==> config.mk <==
export PLATFORM = sky130hd
export DESIGN_NAME = prio_irq_encoder
export DESIGN_NICKNAME = d
export VERILOG_FILES = /design/src/rtl/prio_irq_encoder.sv
export SDC_FILE = /design/constraint.sdc
export NUM_CORES = 1
export LEC_CHECK = 0
export CELL_PAD_IN_SITES_DETAIL_PLACEMENT = 0
export CELL_PAD_IN_SITES_GLOBAL_PLACEMENT = 1
export CORE_UTILIZATION = 30
export DETAILED_ROUTE_END_ITERATION = 8
export GPL_TIMING_DRIVEN = 0
export MAX_ROUTING_LAYER = met4
export PLACE_DENSITY = 0.82
export SLEW_MARGIN = 30
export SYNTH_ARGS = -nofsm -noshare
export SYNTH_HDL_FRONTEND = slang
export SYNTH_SLANG_ARGS = --single-unit
==> constraint.sdc <==
create_clock -name clk -period 1.25 [get_ports clk]
set_input_delay 0.25 -clock clk [delete_from_list [all_inputs] [get_ports clk]]
set_output_delay 0.25 -clock clk [all_outputs]
set_load 0.05 [all_outputs]
==> src/rtl/prio_irq_encoder.sv <==
// N-line active-low interrupt priority encoder: pending latch, mask, valid/ack grant, cascade ei_n/gs_n/eo_n.
// Grant 2 edges after a request; held until ack. Define PRIO_IRQ_ROUND_ROBIN_EN for rotating priority.
module prio_irq_encoder #(
  parameter int N    = 8,
  parameter int W    = 3,
  parameter int EDGE = 1
) (
  input  logic         clk,
  input  logic         rst_n,
  input  logic [N-1:0] req_n,
  input  logic         ei_n,
  input  logic [N-1:0] mask,
  input  logic         ack,
  output logic         irq_valid,
  output logic [W-1:0] irq_id,
  output logic         gs_n,
  output logic         eo_n,
  output logic [N-1:0] pending
);

  typedef enum logic {IDLE, PRESENT} state_t;

  state_t       state_q, state_d;
  logic [N-1:0] req_q;
  logic [N-1:0] pending_q, pending_d;
  logic [N-1:0] set_v, clr_v, elig;
  logic [W-1:0] irq_id_q, irq_id_d, sel;
  logic         irq_valid_q, irq_valid_d;
  logic         gs_n_q, gs_n_d, eo_n_q, eo_n_d;
  logic         grant_ack;

  assign grant_ack = (state_q == PRESENT) && ack;

  always_comb begin
    set_v = (EDGE != 0) ? (req_q & ~req_n) : ~req_n;
    clr_v = '0;
    for (int i = 0; i < N; i++) begin
      if (grant_ack && (irq_id_q == W'(i))) clr_v[i] = 1'b1;
    end
    // A new capture on the acknowledged line survives the clear
    pending_d = set_v | (pending_q & ~clr_v);
    elig      = ei_n ? '0 : (pending_q & ~mask);
    gs_n_d    = ~(|elig);
    eo_n_d    = ei_n | (|elig);
  end

`ifdef PRIO_IRQ_ROUND_ROBIN_EN
  logic [W-1:0] ptr_q, ptr_d;

  // Walk from the far end of the wrap order so the pointer position wins last
  always_comb begin
    int idx;
    sel = '0;
    idx = 0;
    for (int o = N - 1; o >= 0; o--) begin
      idx = int'(ptr_q) - o;
      if (idx < 0) idx = idx + N;
      if (elig[idx]) sel = W'(idx);
    end
  end

  always_comb begin
    ptr_d = ptr_q;
    if (grant_ack) ptr_d = (irq_id_q == '0) ? W'(N - 1) : (irq_id_q - W'(1));
  end

  always_ff @(posedge clk or negedge rst_n) begin
    if (!rst_n) ptr_q <= W'(N - 1);
    else        ptr_q <= ptr_d;
  end
`else
  always_comb begin
    sel = '0;
    for (int i = 0; i < N; i++) begin
      if (elig[i]) sel = W'(i);
    end
  end
`endif

  always_comb begin
    state_d     = state_q;
    irq_valid_d = irq_valid_q;
    irq_id_d    = irq_id_q;
    case (state_q)
      IDLE: begin
        if (|elig) begin
          irq_valid_d = 1'b1;
          irq_id_d    = sel;
          state_d     = PRESENT;
        end
      end
      PRESENT: begin
        if (ack) begin
          irq_valid_d = 1'b0;
          state_d     = IDLE;
        end
      end
      default: state_d = IDLE;
    endcase
  end

  always_ff @(posedge clk or negedge rst_n) begin
    if (!rst_n) begin
      state_q     <= IDLE;
      req_q       <= '1;
      pending_q   <= '0;
      irq_valid_q <= 1'b0;
      irq_id_q    <= '0;
      gs_n_q      <= 1'b1;
      eo_n_q      <= 1'b1;
    end else begin
      state_q     <= state_d;
      req_q       <= req_n;
      pending_q   <= pending_d;
      irq_valid_q <= irq_valid_d;
      irq_id_q    <= irq_id_d;
      gs_n_q      <= gs_n_d;
      eo_n_q      <= eo_n_d;
    end
  end

  assign irq_valid = irq_valid_q;
  assign irq_id    = irq_id_q;
  assign gs_n      = gs_n_q;
  assign eo_n      = eo_n_q;
  assign pending   = pending_q;

endmodule

# ---- Word-level counts from Yosys, hierarchy flattened
# Index checks and enable logic that the tools add are counted.
# W data, S select, Z words.
dict set report totals {
  output_inout_bits 14
  wordCells 61
  in_bits 20
  regBits 23
}
dict set report op_classes {
  n_eq_ne 9
  mux 22
  reduce_logical 13
  n_bitwise 10
}
# operator count
set op_table {}
lappend op_table {{$and A8 B8 Y8} 3}
lappend op_table {{$not A8 Y8} 3}
lappend op_table {{$mux W3} 6}
lappend op_table {{$mux W1} 13}
lappend op_table {{$eq A3 B3 Y1 const B} 4}
lappend op_table {{$logic_and A1 B1 Y1} 9}
lappend op_table {{$mux W8} 1}
lappend op_table {{$or A8 B8 Y8} 1}
lappend op_table {{$reduce_or A8 Y1} 1}
lappend op_table {{$eq A3 B2 Y1 const B} 2}
lappend op_table {{$ne A2 B2 Y1 const B} 2}
lappend op_table {{$pmux W1 S2} 2}
lappend op_table {{$reduce_and A2 Y1} 2}
lappend op_table {{$eq A3 B1 Y1 const B} 1}
lappend op_table {{$logic_not A3 Y1} 1}
lappend op_table {{$not A1 Y1} 2}
lappend op_table {{$or A1 B1 Y1} 1}

# ---- Depth between registers and ports, before layout
# Gate-level depths: netlist (run 1).
dict set report logic_depth {
  word_depth 10
  depth_mapped 4
  mapped_depth_nobuf 4
}

# ---- Least setup slack after synthesis (run 1)
# Ideal clock, no wire load.
dict set report synth_timing {
  path_type {reg2reg}
  start {register pending_q[3] (netlist: pending[3])}
  end {register irq_id_q[0] (netlist: irq_id[0])}
  n_path_buf 0
  slack_ps -415
  t_arrival_ps 1540
  setup_time_ps 125
  stages_incl_launch_ff 5
  required_time_ps 1125
  cell_sequence {dfrtp_1 > nor2b_1 > nor4_4 > a211oi_2 > mux2_4}
}
dict set report synth_via {
  elab_chain_len 7
}
# item line
set synth_lines {}
lappend synth_lines {{start: declaration} 25} ;# logic [N-1:0] pending_q, pending_d;
lappend synth_lines {{start signal: assignment} 114} ;# pending_q <= pending_d;
lappend synth_lines {{$and A8 B8 Y8 *} 42} ;# elig = ei_n ? '0 : (pending_q & ~mask);
lappend synth_lines {{$mux W8 *} 42}
lappend synth_lines {{$mux W3 (5 in a row)} 75} ;# if (elig[i]) sel = W'(i);
lappend synth_lines {{end signal: assignment} 116} ;# irq_id_q <= irq_id_d;
lappend synth_lines {{end: declaration} 27} ;# logic [W-1:0] irq_id_q, irq_id_d, sel;
# Mark *: on every way between the ends. The rest lies on a longest branch, timed or not.
# A chain may end at the register's enable or synchronous reset.

# ---- Worst setup path in the final report (run 1)
# Ends and elaborated chain as after synthesis.

==> results of run 1 <==
[registers in the layout, summed over array words and instances, names as in the netlist]
name	flops
state_q	1
eo_n	1
irq_id	3
irq_valid	1
req_q	8
pending	8
gs_n	1
[layer usage]
layer / track usage / up-vias / wire [um]
met1: 0.183 / 404 / 1080
met5: - / - / 0
met3: 0.0554 / 4 / 147
li1: - / 401 / -
met2: 0.248 / 24 / 1080
met4: 0.0390 / 0 / 21
[cells by family after synthesis]
group | count (synthesis) | synth area share
compound gates | 29 | 0.182
buf+inv | 15 | 0.0562
mux | 1 | 0.0146
simple gates | 22 | 0.173
flops | 23 | 0.574
[critical path, stage by stage, from the launching register on]
cell and delay, ns:
dfrtp_2 0.43, nor2b_4 0.14, nor4_4 0.31, a211oi_2 0.13, mux2_4 0.31
[layout make-up]
cell class | count | area (um^2)
timing repair buffer | 43 | 417
clock inverter | 1 | 5.00
multi-input combinational | 52 | 432
inverter | 14 | 52.6
clock buffer | 3 | 22.5
sequential | 23 | 601
fill | 308 | 1560
tap | 44 | 55.1
buffer | 1 | 7.51
[cell usage in the layout, fill, tap and decap left out, drive strengths merged]
master	instances
dfstp	10
o21ai	15
o221ai	1
a311oi	1
o2111a	1
nor2	2
clkinv	1
dlygate4sd3	1
dfrtp	13
buf	23
nand2b	7
o21a	3
a21oi	2
o21bai	1
clkdlybuf4s50	18
clkbuf	5
mux2	1
a41oi	1
nand2	5
inv	14
o31ai	2
nor4	1
a211oi	1
nor2b	4
o22ai	1
and4	1
nand3	2
[synth_stat cells (all sizes together)]
cell    number
o31ai        2
dfstp       10
dfrtp       13
a41oi        1
nand2        5
buf          1
nor2         2
a311oi       1
o221ai       1
nor2b        4
o2111a       1
o22ai        1
o21ai       15
nand2b       7
a211oi       1
inv         14
a21oi        2
and4         1
nor4         1
o21bai       1
o21a         3
mux2         1
nand3        2
[worst max path at each step]
stage | startpoint | depth (start not counted) | slack (ns) | to
after global placement | mask[4] | 5 | -0.45 | irq_id[0]
after detailed placement | mask[4] | 5 | -0.47 | irq_id[0]
after global routing | pending[3] | 5 | -0.24 | irq_valid
final | pending[3] | 4 | -0.17 | irq_id[0]
after CTS | pending[1] | 4 | -0.17 | irq_id[0]
after floorplan | pending[3] | 4 | -0.24 | irq_id[0]
[power by group]
group / switching (mW) / internal [mW]
combinational: 0.812 / 0.592
clock: 0.231 / 0.120
sequential: 0.140 / 0.916
total: 1.18 / 1.63
[through the flow]
step | worst slack [ns] | std cells | util | total power, mW | cell area [um^2]
after floorplan | -0.242 | 90 | - | 1.82 | 1050
after detailed placement | -0.473 | 167 | 0.454 | 2.26 | 1430
after global routing | -0.236 | 181 | 0.505 | 2.96 | 1590
after CTS | -0.169 | 177 | 0.473 | 2.63 | 1490
final | -0.173 | 181 | 0.505 | 2.81 | 1590
after global placement | -0.447 | 167 | 0.455 | 2.24 | 1440
[timing repair]
action,in CTS,in global routing
cloned,0,0
endpoints found under the hold margin,13,0
gates resized for setup,88,26
buffers inserted,5,4
hold buffers,1,0
pin swaps,2,3
setup endpoints to repair,19,26
==> results.md, run 1 <==
- Outcome: finished, violations left
- Failing checks: negative setup slack
- Reg2Reg Capture Point: irq_id[0]
- Worst R2R Start: pending[3]
- Routed WL: 2340 um
- Die Ht: 60.4 um
- Peak supply drop: 0.857 mV
- Tightest Hold Check Type: input port to flip-flop
- Worst clock skew: 0.0116 ns
- Syn avg cell area: 11.4 um^2
- Pre-antenna DRT Iters: 2
- Clock sinks: 23
- Cells on worst reg2reg path: 4
- Layout cells sized above 1: 0.489
- Power Density: 1760 nW/um^2
- First-pass GRT wire length: 3900 um
- Fin crit share: 1.14
- Seq cells post-synth: 23
- Reg2Reg Setup Slack: -0.17 ns
- Post-Syn Area: 1020 um^2
- Startpoint Class: flip-flop
- Syn. warnings: 0
- Area grow syn2layout: 55.3%
- Maximum root-to-sink buffer count: 2
- Yosys top cell area share: 0.317
- Final Hold Vio Count: 0
- Initial antenna violation count: 0
- Initial core utilization: 0.325
- Worst-skew pair later-pin latency: 0.32 ns
- CTS tree: yes
- Num CTS Buffers: 3
- Relative slew slack: 0.657
- Static leakage: 0.712 nW
- Via/cell ratio: 4.60
- Pins over their slew limit: 0
- Vias in the first global route: 863
- Die X: 60.4 um
- Hold Crit Depth: 1
- Kind of end point of the critical path: flip-flop
- # rows: 20
- Hold Path Sink: req_q[3]
- Via count: 833
- Antenna-violating nets left: 0
- Syn_nets: 110
- H-tree depth: 1
- Cells after synthesis: 90
- Largest net degree at the start of global routing: 24
- Worst-Margin Slew: 0.514 ns
- Clock transition at path regs: 0.13 ns
- Hold_sp: req_n[3]
- Setup CP Type: flip-flop to flip-flop
- Max_cap viols: 0
- Crit path DAT: 1.65 ns
- # diodes: 0
- RSZ-0062 raised after global routing: yes
- Post-synth cell types: 26
- Fmax: 0.703 GHz
- Drt drc: 0
- Grt ovf: 0
- Nets: 158
- Final setup viols: 9
- DPL Wire Length: 1690 um
- Post-route setup TNS: -0.727 ns
- Worst hold margin: 0.343 ns
- Gr usage total: 0.154
- Largest cells by area after synthesis: dfrtp_1 (32%), dfstp_2 (26%), o21ai_0 (7.3%)
- Seq/Total Area, Yosys: 0.574
- I/O pins: 34
- Core Area: 3150 um^2
- Root Buffer: clkbuf_4
- Synth area leader: dfrtp_1
- Initial drt markers: 9
- Minimum clock period: 1.42 ns
- Die Footprint: 3650 um^2
- PnR worst setup slack: -0.173 ns
- Port Buffers: 33
- Final GP Congestion: 0.748
- Routed WL per cell: 12.9 um
- Max FO, Critical Path: 3
- Worst Path Required: 1.47 ns
Power figures use the tool's default switching activity.
==> inputs of run 2 (changes only) <==
--- a/config.mk
+++ b/config.mk
@@ -7,6 +7,7 @@
 export LEC_CHECK = 0
 export CELL_PAD_IN_SITES_DETAIL_PLACEMENT = 0
 export CELL_PAD_IN_SITES_GLOBAL_PLACEMENT = 1
+export CORE_MARGIN = 2
 export CORE_UTILIZATION = 30
 export DETAILED_ROUTE_END_ITERATION = 8
 export GPL_TIMING_DRIVEN = 0
@@ -16,3 +17,4 @@
 export SYNTH_ARGS = -nofsm -noshare
 export SYNTH_HDL_FRONTEND = slang
 export SYNTH_SLANG_ARGS = --single-unit
+export TNS_END_PERCENT = 10
==> results.md, run 2 (same netlist as run 1, synthesis figures left out) <==
- # rows: 21 (+5.0%)
- Tightest Hold Check Type: input port to flip-flop
- Final Hold Vio Count: 0 (unchanged)
- Clock sinks: 23 (unchanged)
- Crit path largest cell delay: 0.40 ns (-0.03 ns)
- Final setup viols: 12 (+3)
- RSZ-0062 raised after global routing: yes
- Hold Path Sink: req_q[6]
- Clock transition at path regs: 0.13 ns (about the same)
- Static leakage: 0.650 nW (-8.7%)
- Fin crit share: 1.13 (-0.00510)
- Worst-skew pair later-pin latency: 0.31 ns (about the same)
- Die Footprint: 3900 um^2 (+6.7%)
- Worst R2R Start: pending[6]
- Maximum root-to-sink buffer count: 2 (unchanged)
- Initial drt markers: 24 (+15)
- I/O pins: 34 (unchanged)
- Setup CP Type: input port to flip-flop
- CP cell instances: clkdlybuf4s50_1, nand2b_2, and4_4, a211oi_2, mux2_4
- Relative slew slack: 0.664 (+0.00672)
- Startpoint Class: input port
- Reg2Reg Capture Point: irq_id[0]
- Post-route setup TNS: -0.808 ns (-0.0810 ns)
- Port Buffers: 33 (unchanged)
- Grt ovf: 0 (unchanged)
- Worst-Margin Slew: 0.504 ns (-0.0101 ns)
- Max_cap viols: 0 (unchanged)
- Commonest non-fill, non-tap cells in the layout: clkdlybuf4s50_1 (18), o21ai_0 (15), inv_1 (14)
- Vias in the first global route: 861 (-0.23%)
- Most common cell after layout, fill and taps aside: clkdlybuf4s50_1
- FILL cells: 339 (+10%)
- Routed WL per cell: 12.4 um (-3.9%)
- Initial core utilization: 0.310 (-0.0155)
- Via count: 793 (-4.8%)
- Hold_sp: req_n[6]
- Worst Path Required: 1.47 ns (about the same)
- Layout cells sized above 1: 0.398 (-0.0906)
- Power Density: 1730 nW/um^2 (-2.2%)
- Via/cell ratio: 4.56 (-0.97%)
- # diodes: 0 (unchanged)
- Kind of end point of the critical path: flip-flop
- Cells on worst reg2reg path: 4 (unchanged)
- Gr usage total: 0.127 (-0.0266)
- DPL Wire Length: 1690 um (-0.29%)
- Worst clock skew: 0.0145 ns (+0.00290 ns)
- Family with the most delay on the worst path: buffers and inverters
- CP bufs+invs: 1 (+1)
- Routed WL: 2160 um (-7.6%)
- Die X: 62.4 um (+3.3%)
- Area grow syn2layout: 45.3%
- Nets: 149 (-5.7%)
- H-tree depth: 1 (unchanged)
- First-pass GRT wire length: 3850 um (-1.2%)
- Pre-antenna DRT Iters: 4 (+2)
- Max FO, Critical Path: 5 (+2)
- Crit path DAT: 1.63 ns (-0.02 ns)
- CTS tree: yes
- Final GP Congestion: 0.861 (+15%)
- Fmax: 0.706 GHz (+0.45%)
- Largest net degree at the start of global routing: 24 (unchanged)
- Num CTS Buffers: 3 (unchanged)
- Reg2Reg Setup Slack: -0.16 ns (about the same)
- Failing checks: negative setup slack
- Pre-CTS setup slack: -0.468 ns (+0.00504 ns)
- Hold Crit Depth: 1 (unchanged)
- Minimum clock period: 1.42 ns (-0.00638 ns)
- Total chip power: 2.57 mW (-8.5%)
- Fin util: 0.450 (-0.0550)
- Peak supply drop: 0.564 mV (-34%)
- Drt drc: 0 (unchanged)
- Root Buffer: clkbuf_4
- CP max-delay cell: clkdlybuf4s50_1
- Antenna-violating nets left: 0 (unchanged)
- Pins over their slew limit: 0 (unchanged)
- Die Ht: 62.4 um (+3.3%)
- Outcome: finished, violations left
- Buffer count from post-CTS setup fixing: 0 (-5)
- Initial antenna violation count: 0 (unchanged)
- PnR worst setup slack: -0.167 ns (+0.00638 ns)
- Core Area: 3310 um^2 (+5.0%)
run 2: cell types whose count changed in the layout (fill, tap and decap cells not counted), sizes merged:
| cell | delta |
|---|---|
| buf | -15 |
| clkdlybuf4s15 | +6 |
| clkbuf | +1 |
| clkinv | -1 |
run 2: timing repair:
action	4_1_cts	5_1_grt
pin swaps	2	0
hold endpoints to repair	13	0
hold buffers	1	0
gates resized for setup	63	14
endpoints found under the setup margin	19	22
run 2: routing by layer:
metal  vias up  track usage  part of all wire
li1        383            -                 -
met1       385        0.153              0.44
met2        23        0.203              0.48
met3         2       0.0234             0.057
met4         0       0.0694             0.014
met5         -            -                 0
run 2: worst max path at each step:
stage / from / end / slack (ns) / cells after the start
2_1_floorplan: pending[3] / irq_id[0] / -0.24 / 4
3_3_place_gp: mask[4] / irq_id[0] / -0.45 / 5
3_5_place_dp: mask[4] / irq_id[0] / -0.47 / 5
4_1_cts: pending[1] / irq_id[0] / -0.16 / 4
5_1_grt: pending[1] / irq_id[0] / -0.22 / 4
6_report: mask[4] / irq_id[0] / -0.17 / 5
run 2: area by class of cell:
class                      instances  area [um^2]  share of cell area
clock buffer                       4         26.3              0.0176
sequential                        23          599               0.403
tap                               46         57.6              0.0387
inverter                          14         52.6              0.0353
buffer                             1         5.00             0.00336
multi-input combinational         52          399               0.268
timing repair buffer              34          349               0.234
run 2: metrics by stage:
step	hold slack (ns)	cells	area, um^2
6_report	0.344	174	1490
2_1_floorplan	-0.0456	90	1050
4_1_cts	0.338	174	1480
3_5_place_dp	0.253	169	1430
5_1_grt	0.325	174	1490
3_3_place_gp	0.483	169	1440
run 2: report_power, final:
group	internal, mW	leakage (nW)	switching (mW)
Sequential	0.912	0.233	0.153
Clock	0.124	0.0150	0.222
Combinational	0.438	0.402	0.720
Total	1.47	0.650	1.09
